`config.mk`:
```
export PLATFORM = sky130hd
export DESIGN_NAME = sram_port_arbiter_flat
export DESIGN_NICKNAME = d
export VERILOG_FILES = /design/src/rtl/sram_arb_pkg.sv /design/src/rtl/sram_port_arbiter_if.sv /design/src/rtl/rr_picker.sv /design/src/rtl/sram_port_arbiter.sv /design/src/flat_wrapper.sv
export SDC_FILE = /design/constraint.sdc
export NUM_CORES = 1
export LEC_CHECK = 0
export BUFFER_PORTS_ARGS = -buffer_cell sky130_fd_sc_hd__buf_2
export CAP_MARGIN = 0
export CORE_UTILIZATION = 43
export CTS_CLUSTER_DIAMETER = 60
export CTS_CLUSTER_SIZE = 24
export DETAILED_ROUTE_END_ITERATION = 10
export PLACE_DENSITY = 0.81
export SETUP_SLACK_MARGIN = 0.02
export SLEW_MARGIN = 20
export SYNTH_ARGS = -nofsm -noshare
export SYNTH_HDL_FRONTEND = slang
export SYNTH_SLANG_ARGS = --single-unit
```
`constraint.sdc`:
```
create_clock -name clk -period 3.4 [get_ports clk]
set_clock_uncertainty 0.2 [all_clocks]
set_input_delay 0.17 -clock clk [delete_from_list [all_inputs] [get_ports clk]]
set_output_delay 0.17 -clock clk [all_outputs]
set_load 0.01 [all_outputs]
```
`src/rtl/sram_arb_pkg.sv`:
```
// ---------------------------------------------------------------------------
// sram_arb_pkg : shared types, default widths and index-width helper for the
//                single-port SRAM arbiter.          Rev 1.0
// ---------------------------------------------------------------------------
`default_nettype none

package sram_arb_pkg;

  typedef enum logic [0:0] {
    ARB_IDLE   = 1'b0,
    ARB_LOCKED = 1'b1
  } arb_state_t;

  localparam int DEF_NREQ       = 3;
  localparam int DEF_ADDR_WIDTH = 4;
  localparam int DEF_DATA_WIDTH = 8;
  localparam int DEF_LOCK_MAX   = 16;

  // Bits needed to hold 0..n-1, never less than one.
  function automatic int clog2(input int n);
    int w;
    w = 1;
    while ((1 << w) < n) w++;
    return w;
  endfunction

endpackage

`default_nettype wire

```
`src/rtl/sram_port_arbiter_if.sv`:
```
// ---------------------------------------------------------------------------
// sram_port_arbiter_if : requester bus plus SRAM port of the arbiter.
//                                                    Rev 1.0
// ---------------------------------------------------------------------------
`default_nettype none

interface sram_port_arbiter_if
  import sram_arb_pkg::*;
#(
  parameter int NREQ       = DEF_NREQ,
  parameter int ADDR_WIDTH = DEF_ADDR_WIDTH,
  parameter int DATA_WIDTH = DEF_DATA_WIDTH
);
  logic [NREQ-1:0]            req;
  logic [NREQ-1:0]            lock;
  logic [NREQ-1:0]            we;
  logic [NREQ*ADDR_WIDTH-1:0] addr;
  logic [NREQ*DATA_WIDTH-1:0] wdata;
  logic [NREQ-1:0]            gnt;
  logic [NREQ-1:0]            rvalid;
  logic [DATA_WIDTH-1:0]      rdata;
  logic                       lock_err;
  logic                       mem_en;
  logic                       mem_we;
  logic [ADDR_WIDTH-1:0]      mem_addr;
  logic [DATA_WIDTH-1:0]      mem_din;
  logic [DATA_WIDTH-1:0]      mem_dout;

  modport master (
    output req, lock, we, addr, wdata, mem_dout,
    input  gnt, rvalid, rdata, lock_err, mem_en, mem_we, mem_addr, mem_din
  );

  modport slave (
    input  req, lock, we, addr, wdata, mem_dout,
    output gnt, rvalid, rdata, lock_err, mem_en, mem_we, mem_addr, mem_din
  );
endinterface

`default_nettype wire

```
`src/rtl/rr_picker.sv`:
```
// ---------------------------------------------------------------------------
// rr_picker : combinational round-robin pick, first request at or above ptr.
//                                                    Rev 1.0
// ---------------------------------------------------------------------------
`default_nettype none

module rr_picker #(
  parameter int N    = 3,
  parameter int IDXW = 2
) (
  input  logic [N-1:0]    req_i,
  input  logic [IDXW-1:0] ptr_i,
  output logic [N-1:0]    pick_o,
  output logic [IDXW-1:0] idx_o
);

  always_comb begin
    int  j;
    logic found;
    pick_o = '0;
    idx_o  = '0;
    found  = 1'b0;
    j      = 0;
    for (int k = 0; k < N; k++) begin
      j = int'(ptr_i) + k;
      if (j >= N) j = j - N;
      if (!found && req_i[j]) begin
        found     = 1'b1;
        pick_o[j] = 1'b1;
        idx_o     = IDXW'(j);
      end
    end
  end

endmodule

`default_nettype wire

```
`src/rtl/sram_port_arbiter.sv`:
```
// ---------------------------------------------------------------------------
// sram_port_arbiter : round-robin arbiter with lockable ownership that drives
//                     one single-port SRAM directly.  Rev 1.0
// ---------------------------------------------------------------------------
`default_nettype none

module sram_port_arbiter
  import sram_arb_pkg::*;
#(
  parameter int NREQ       = DEF_NREQ,
  parameter int ADDR_WIDTH = DEF_ADDR_WIDTH,
  parameter int DATA_WIDTH = DEF_DATA_WIDTH,
  parameter int LOCK_MAX   = DEF_LOCK_MAX
) (
  input  logic                clk,
  input  logic                rst,
  sram_port_arbiter_if.slave  bus
);

  localparam int IDXW = clog2(NREQ);
  localparam int CNTW = clog2(LOCK_MAX);

  arb_state_t      state_q;
  logic [IDXW-1:0] ptr_q;
  logic [IDXW-1:0] owner_q;
  logic [CNTW-1:0] cnt_q;
  logic [NREQ-1:0] rvalid_q;
  logic            lock_err_q;

  logic [NREQ-1:0] w_pick;
  logic [IDXW-1:0] w_pick_idx;
  logic [NREQ-1:0] w_owner_oh;
  logic [NREQ-1:0] w_gnt;
  logic [IDXW-1:0] w_gnt_idx;
  logic            w_any_gnt;
  logic            w_gnt_lock;
  logic            w_own_req;
  logic            w_own_lock;
  logic [IDXW-1:0] ptr_d;
  logic [IDXW-1:0] w_owner_next;

  rr_picker #(.N(NREQ), .IDXW(IDXW)) u_picker (
    .req_i  (bus.req),
    .ptr_i  (ptr_q),
    .pick_o (w_pick),
    .idx_o  (w_pick_idx)
  );

  always_comb begin
    w_owner_oh = '0;
    for (int i = 0; i < NREQ; i++) w_owner_oh[i] = (owner_q == IDXW'(i));
  end

  assign w_own_req  = |(w_owner_oh & bus.req);
  assign w_own_lock = |(w_owner_oh & bus.lock);

  // While locked only the owner may reach the SRAM; reset masks everything.
  assign w_gnt      = rst ? '0 :
                      (state_q == ARB_LOCKED) ? (w_owner_oh & bus.req) : w_pick;
  assign w_gnt_idx  = (state_q == ARB_LOCKED) ? owner_q : w_pick_idx;
  assign w_any_gnt  = |w_gnt;
  assign w_gnt_lock = |(w_gnt & bus.lock);

  assign ptr_d        = (w_gnt_idx == IDXW'(NREQ - 1)) ? '0 : w_gnt_idx + 1'b1;
  assign w_owner_next = (owner_q == IDXW'(NREQ - 1)) ? '0 : owner_q + 1'b1;

  always_comb begin
    bus.mem_addr = '0;
    bus.mem_din  = '0;
    for (int i = 0; i < NREQ; i++) begin
      if (w_gnt[i]) begin
        bus.mem_addr = bus.mem_addr | bus.addr[i*ADDR_WIDTH +: ADDR_WIDTH];
        bus.mem_din  = bus.mem_din  | bus.wdata[i*DATA_WIDTH +: DATA_WIDTH];
      end
    end
  end

  assign bus.gnt      = w_gnt;
  assign bus.mem_en   = w_any_gnt;
  assign bus.mem_we   = |(w_gnt & bus.we);
  assign bus.rvalid   = rvalid_q;
  assign bus.rdata    = bus.mem_dout;
  assign bus.lock_err = lock_err_q;

  always_ff @(posedge clk or posedge rst) begin
    if (rst) begin
      state_q    <= ARB_IDLE;
      ptr_q      <= '0;
      owner_q    <= '0;
      cnt_q      <= '0;
      rvalid_q   <= '0;
      lock_err_q <= 1'b0;
    end else begin
      rvalid_q   <= w_gnt & ~bus.we;
      lock_err_q <= 1'b0;
      if (w_any_gnt) ptr_q <= ptr_d;
      case (state_q)
        ARB_IDLE: begin
          if (w_any_gnt && w_gnt_lock) begin
            state_q <= ARB_LOCKED;
            owner_q <= w_pick_idx;
            cnt_q   <= '0;
          end
        end
        ARB_LOCKED: begin
          cnt_q <= cnt_q + 1'b1;
          // Timeout wins over a voluntary release; the owner's access still completes.
          if (cnt_q == CNTW'(LOCK_MAX - 1)) begin
            state_q    <= ARB_IDLE;
            lock_err_q <= 1'b1;
            ptr_q      <= w_owner_next;
          end else if ((w_any_gnt && !w_own_lock) || (!w_own_req && !w_own_lock)) begin
            state_q <= ARB_IDLE;
          end
        end
        default: state_q <= ARB_IDLE;
      endcase
    end
  end

endmodule

`default_nettype wire

```
`src/flat_wrapper.sv`:
```
// flat-port wrapper written by rule: the top's interface ports become plain ports
module sram_port_arbiter_flat import sram_arb_pkg::*;
#(
  parameter int NREQ       = DEF_NREQ,
  parameter int ADDR_WIDTH = DEF_ADDR_WIDTH,
  parameter int DATA_WIDTH = DEF_DATA_WIDTH,
  parameter int LOCK_MAX   = DEF_LOCK_MAX
)
  (clk, rst, bus_req, bus_lock, bus_we, bus_addr, bus_wdata, bus_mem_dout, bus_gnt, bus_rvalid, bus_rdata, bus_lock_err, bus_mem_en, bus_mem_we, bus_mem_addr, bus_mem_din);
  sram_port_arbiter_if #(.NREQ(NREQ), .ADDR_WIDTH(ADDR_WIDTH), .DATA_WIDTH(DATA_WIDTH)) bus_i ();
  input  logic clk;
  input  logic rst;
  input wire logic [$bits(bus_i.req)-1:0] bus_req;
  input wire logic [$bits(bus_i.lock)-1:0] bus_lock;
  input wire logic [$bits(bus_i.we)-1:0] bus_we;
  input wire logic [$bits(bus_i.addr)-1:0] bus_addr;
  input wire logic [$bits(bus_i.wdata)-1:0] bus_wdata;
  input wire logic [$bits(bus_i.mem_dout)-1:0] bus_mem_dout;
  output wire logic [$bits(bus_i.gnt)-1:0] bus_gnt;
  output wire logic [$bits(bus_i.rvalid)-1:0] bus_rvalid;
  output wire logic [$bits(bus_i.rdata)-1:0] bus_rdata;
  output wire logic [$bits(bus_i.lock_err)-1:0] bus_lock_err;
  output wire logic [$bits(bus_i.mem_en)-1:0] bus_mem_en;
  output wire logic [$bits(bus_i.mem_we)-1:0] bus_mem_we;
  output wire logic [$bits(bus_i.mem_addr)-1:0] bus_mem_addr;
  output wire logic [$bits(bus_i.mem_din)-1:0] bus_mem_din;
  assign bus_i.req = bus_req;
  assign bus_i.lock = bus_lock;
  assign bus_i.we = bus_we;
  assign bus_i.addr = bus_addr;
  assign bus_i.wdata = bus_wdata;
  assign bus_i.mem_dout = bus_mem_dout;
  assign bus_gnt = bus_i.gnt;
  assign bus_rvalid = bus_i.rvalid;
  assign bus_rdata = bus_i.rdata;
  assign bus_lock_err = bus_i.lock_err;
  assign bus_mem_en = bus_i.mem_en;
  assign bus_mem_we = bus_i.mem_we;
  assign bus_mem_addr = bus_i.mem_addr;
  assign bus_mem_din = bus_i.mem_din;
  sram_port_arbiter #(.NREQ(NREQ), .ADDR_WIDTH(ADDR_WIDTH), .DATA_WIDTH(DATA_WIDTH), .LOCK_MAX(LOCK_MAX)) u_core (.clk(clk), .rst(rst), .bus(bus_i));
endmodule
```
==> results.py <==
metrics = {
    "layout": {
        "n_antenna_cell": 0,
        "final_area_sq_um": 1704,
        "area_delta_synth_final_pct": 28.01,
        "layout.core_utilization_pct": 59.74,
        "multi_input_area_sq_um": 878.3,
        "layout-drive-gt1-share_pct": 34.86,
        "design.final.nets": 279,
        "fillers": 288,
        "register_area_sq_um": 325.3,
    },
    "clock_tree": {
        "cts_tree": "yes",
        "clk_latency_ps": 280,
        "clk_pin_slew_worst_paths_ps": 80,
        "cts_max_level": 1,
        "cts.path.max_buffers": 2,
        "cts_made_buffers": 3,
        "post_cts_buffers": 0,
        "cts_root_buffer": "clkbuf_4",
        "clock_sinks": 13,
    },
    "floorplan": {
        "dieArea_sq_um": 3322,
        "die_w_um": 57.64,
        "initial_core_util_pct": 46.67,
        "core.rowCount": 19,
        "io_pins": 84,
        "core-area_sq_um": 2853,
        "die_y_um": 57.64,
    },
    "pwr": {
        "power.density_nw_per_um2": 801.8,
        "ir_drop_mv": 0.3708,
        "leakage_nw": 0.8494,
    },
    "placed_design": {
        "post-place-ws_ps": 443.1,
        "port_buffers": 67,
        "dp.final_hpwl_um": 2825,
        "dpl_cell_area_sq_um": 1619,
        "gp_congestion": 0.9520,
    },
    "timing": {
        "hold_viol": 0,
        "setup_viol": 0,
        "period_share_pct": 94.91,
        "tightest_slew_ps": 585.4,
        "timing.final.ws_setup_ps": 173.2,
        "fin_crit_ps": 3227,
        "timing.fmax_ghz": 0.3099,
        "drv_slew": 0,
        "whs_ps": 97.22,
        "relSlewSlack_pct": 60.93,
        "rsz0062_at_grt": "false",
        "fin_tns_setup_ps": 0,
    },
    "routing": {
        "drtPass1Iterations": 7,
        "drcViolationCount": 5,
        "post_drt_wl_per_cell_um": 15.48,
        "finalWirelength_um": 3855,
        "final_antenna_net_count": 0,
        "vias": 1458,
        "via_per_inst": 5.855,
        "dr.first_iter.drc_count": 70,
    },
    "critical_path": {
        "r2r-start": "u_core.ptr_q[0]$_DFF_PP0_",
        "r2r_slack_ps": 550,
        "worstPathArrival_ps": 2860,
        "worst_path_max_delay_cell": "a311oi_4",
        "crit_buf_inv": 3,
        "critical_path.max_stage_delay_ps": 480,
        "crit_type": "flip-flop to output port",
        "crit_fanout": 11,
        "cp_data_required_time_ps": 3030,
        "cp-end-kind": "output port",
        "worstRegToRegCells": 8,
        "timing.rr.end": "u_core.ptr_q[1]$_DFF_PP0_",
        "worstPathCellList": "inv_1 -> ha_1 -> nand2b_1 -> mux2_2 -> o21a_1 -> a311oi_4 -> buf_4 -> a221o_1 -> buf_2",
        "cp-start-kind": "flip-flop",
        "cp_top_family": "compound AO/OA/AOI/OAI gates",
    },
    "global_route": {
        "grt_max_degree": 17,
        "grt_pass1_vias": 1362,
        "grt_first_pass_wirelength_um": 5920,
        "track_usage_pct": 22.92,
        "grt_overflow_total": 0,
        "grt_antenna_before_repair": 0,
    },
    "synthesis": {
        "yosysSeqAreaShare_pct": 24.44,
        "async_flop_share_pct": 100.0,
        "synth-edff-count": 0,
        "postSynthAreaPerCell_sq_um": 8.479,
        "netlist_instances": 157,
        "synth_warnings": 0,
        "synth_area_sq_um": 1331,
        "syn_nets": 217,
        "synth-seq-cells": 13,
        "synth_flop_cell": "dfrtp_1",
        "synth_cell_types": 49,
    },
    "flow_run": {
        "maxCapViolations": 0,
    },
    "min_path": {
        "min_from": "bus_lock[1]",
        "whs_endpoint": "u_core.state_q$_DFF_PP0_",
        "holdCritPathClass": "input pin to flip-flop",
        "hold_depth": 5,
    },
    "status": {
        "violations": "design-rule violations",
        "status": "complete, but fails checks",
    },
}
## state kept, by name, summed over array words and instances (netlist names)
name	flops
u_core.cnt_q	4
u_core.bus.rvalid	3
u_core.owner_q	2
u_core.state_q	1
u_core.bus.lock_err	1
u_core.ptr_q	2
## power by group
part / switching [mW] / internal (mW)
combinational: 0.529 / 0.449
clock: 0.0524 / 0.0456
sequential: 0.0794 / 0.212
## tightest hold or removal path: cells and delay by family
family          cells  cell delay (ps)
compound gates      2              130
buf+inv             1               90
simple gates        2              140
## per-stage QoR
stage                     power [mW]  cells
final                          1.366    249
after global routing           1.472    249
after floorplan               0.9831    157
after global placement         1.217    241
after detailed placement       1.225    241
after CTS                      1.336    249
## repair_timing
action | CTS | global route
endpoints found under the setup margin | 0 | 10
hold buffers | 4 | 0
endpoints found under the hold margin | 16 | 0
gates resized for setup | 0 | 2
## per-layer routing
metal / wire [um] / global-route usage (%) / up-vias
met5: 0 / 0 / -
met4: 33 / 6.969 / 0
met3: 285 / 4.464 / 7
met2: 1945 / 41.86 / 63
met1: 1590 / 26.97 / 679
li1: - / - / 709
## how the worst max path moves through the flow
stage	from	to	cells after the start
after floorplan	u_core.ptr_q[1]$_DFF_PP0_	bus_mem_addr[2]	9
after global placement	u_core.ptr_q[0]$_DFF_PP0_	bus_mem_din[4]	9
after detailed placement	u_core.ptr_q[0]$_DFF_PP0_	bus_mem_din[0]	9
after CTS	u_core.ptr_q[0]$_DFF_PP0_	bus_mem_din[0]	9
after global routing	u_core.ptr_q[0]$_DFF_PP0_	bus_mem_en	8
final	u_core.ptr_q[0]$_DFF_PP0_	bus_mem_din[0]	9
## cell families after synthesis
kind of cell    Yosys count  share of synthesized area, %
compound gates           47                         29.14
xor+xnor                  1                        0.6580
fa+ha+maj                 5                         4.699
buf+inv                  28                         11.00
flops                    13                         24.44
mux                       9                         6.861
simple gates             54                         23.21
## cells in the mapped netlist (all sizes together), types with 3 or more instances
master	instances	area (sq um)
mux2i	8	80.08
nand2b	5	31.28
inv	11	41.29
clkbuf	4	15.01
a211o	3	26.28
nor2	5	18.77
nand2	9	33.78
buf	12	86.33
and2	14	87.58
a21oi	3	18.77
dfrtp	13	325.3
o21ai	6	30.02
a31oi	3	18.77
nor2b	4	25.02
nand3	6	30.03
ha	5	62.56
a221o	13	130.1
o22ai	3	18.77
nand4	3	18.77
## final cells by class
class | count | area share, %
Clock buffer | 4 | 1.542
Inverter | 12 | 2.643
Multi-Input combinational cell | 116 | 51.54
Sequential cell | 13 | 19.09
Tap cell | 31 | 2.276
Timing Repair Buffer | 73 | 22.91
## cells in the final DEF, fill, tap and decap left out, types with 2 or more instances in the layout
master and n:
a21oi_1 2, nand2b_1 5, nand2_1 9, nor2_1 5
a31oi_1 3, buf_4 2, buf_2 67, nand4_1 3
and2_0 12, nor2b_1 4, o21ai_0 5, o22ai_1 3
ha_1 5, dlygate4sd3_1 4, a221o_1 13, a31o_1 2
a211o_1 3, dfrtp_1 13, clkbuf_4 3, and2_1 2
nand3_1 6, mux2i_1 8, inv_1 11, o211ai_1 2
Power figures use the tool's default switching activity.
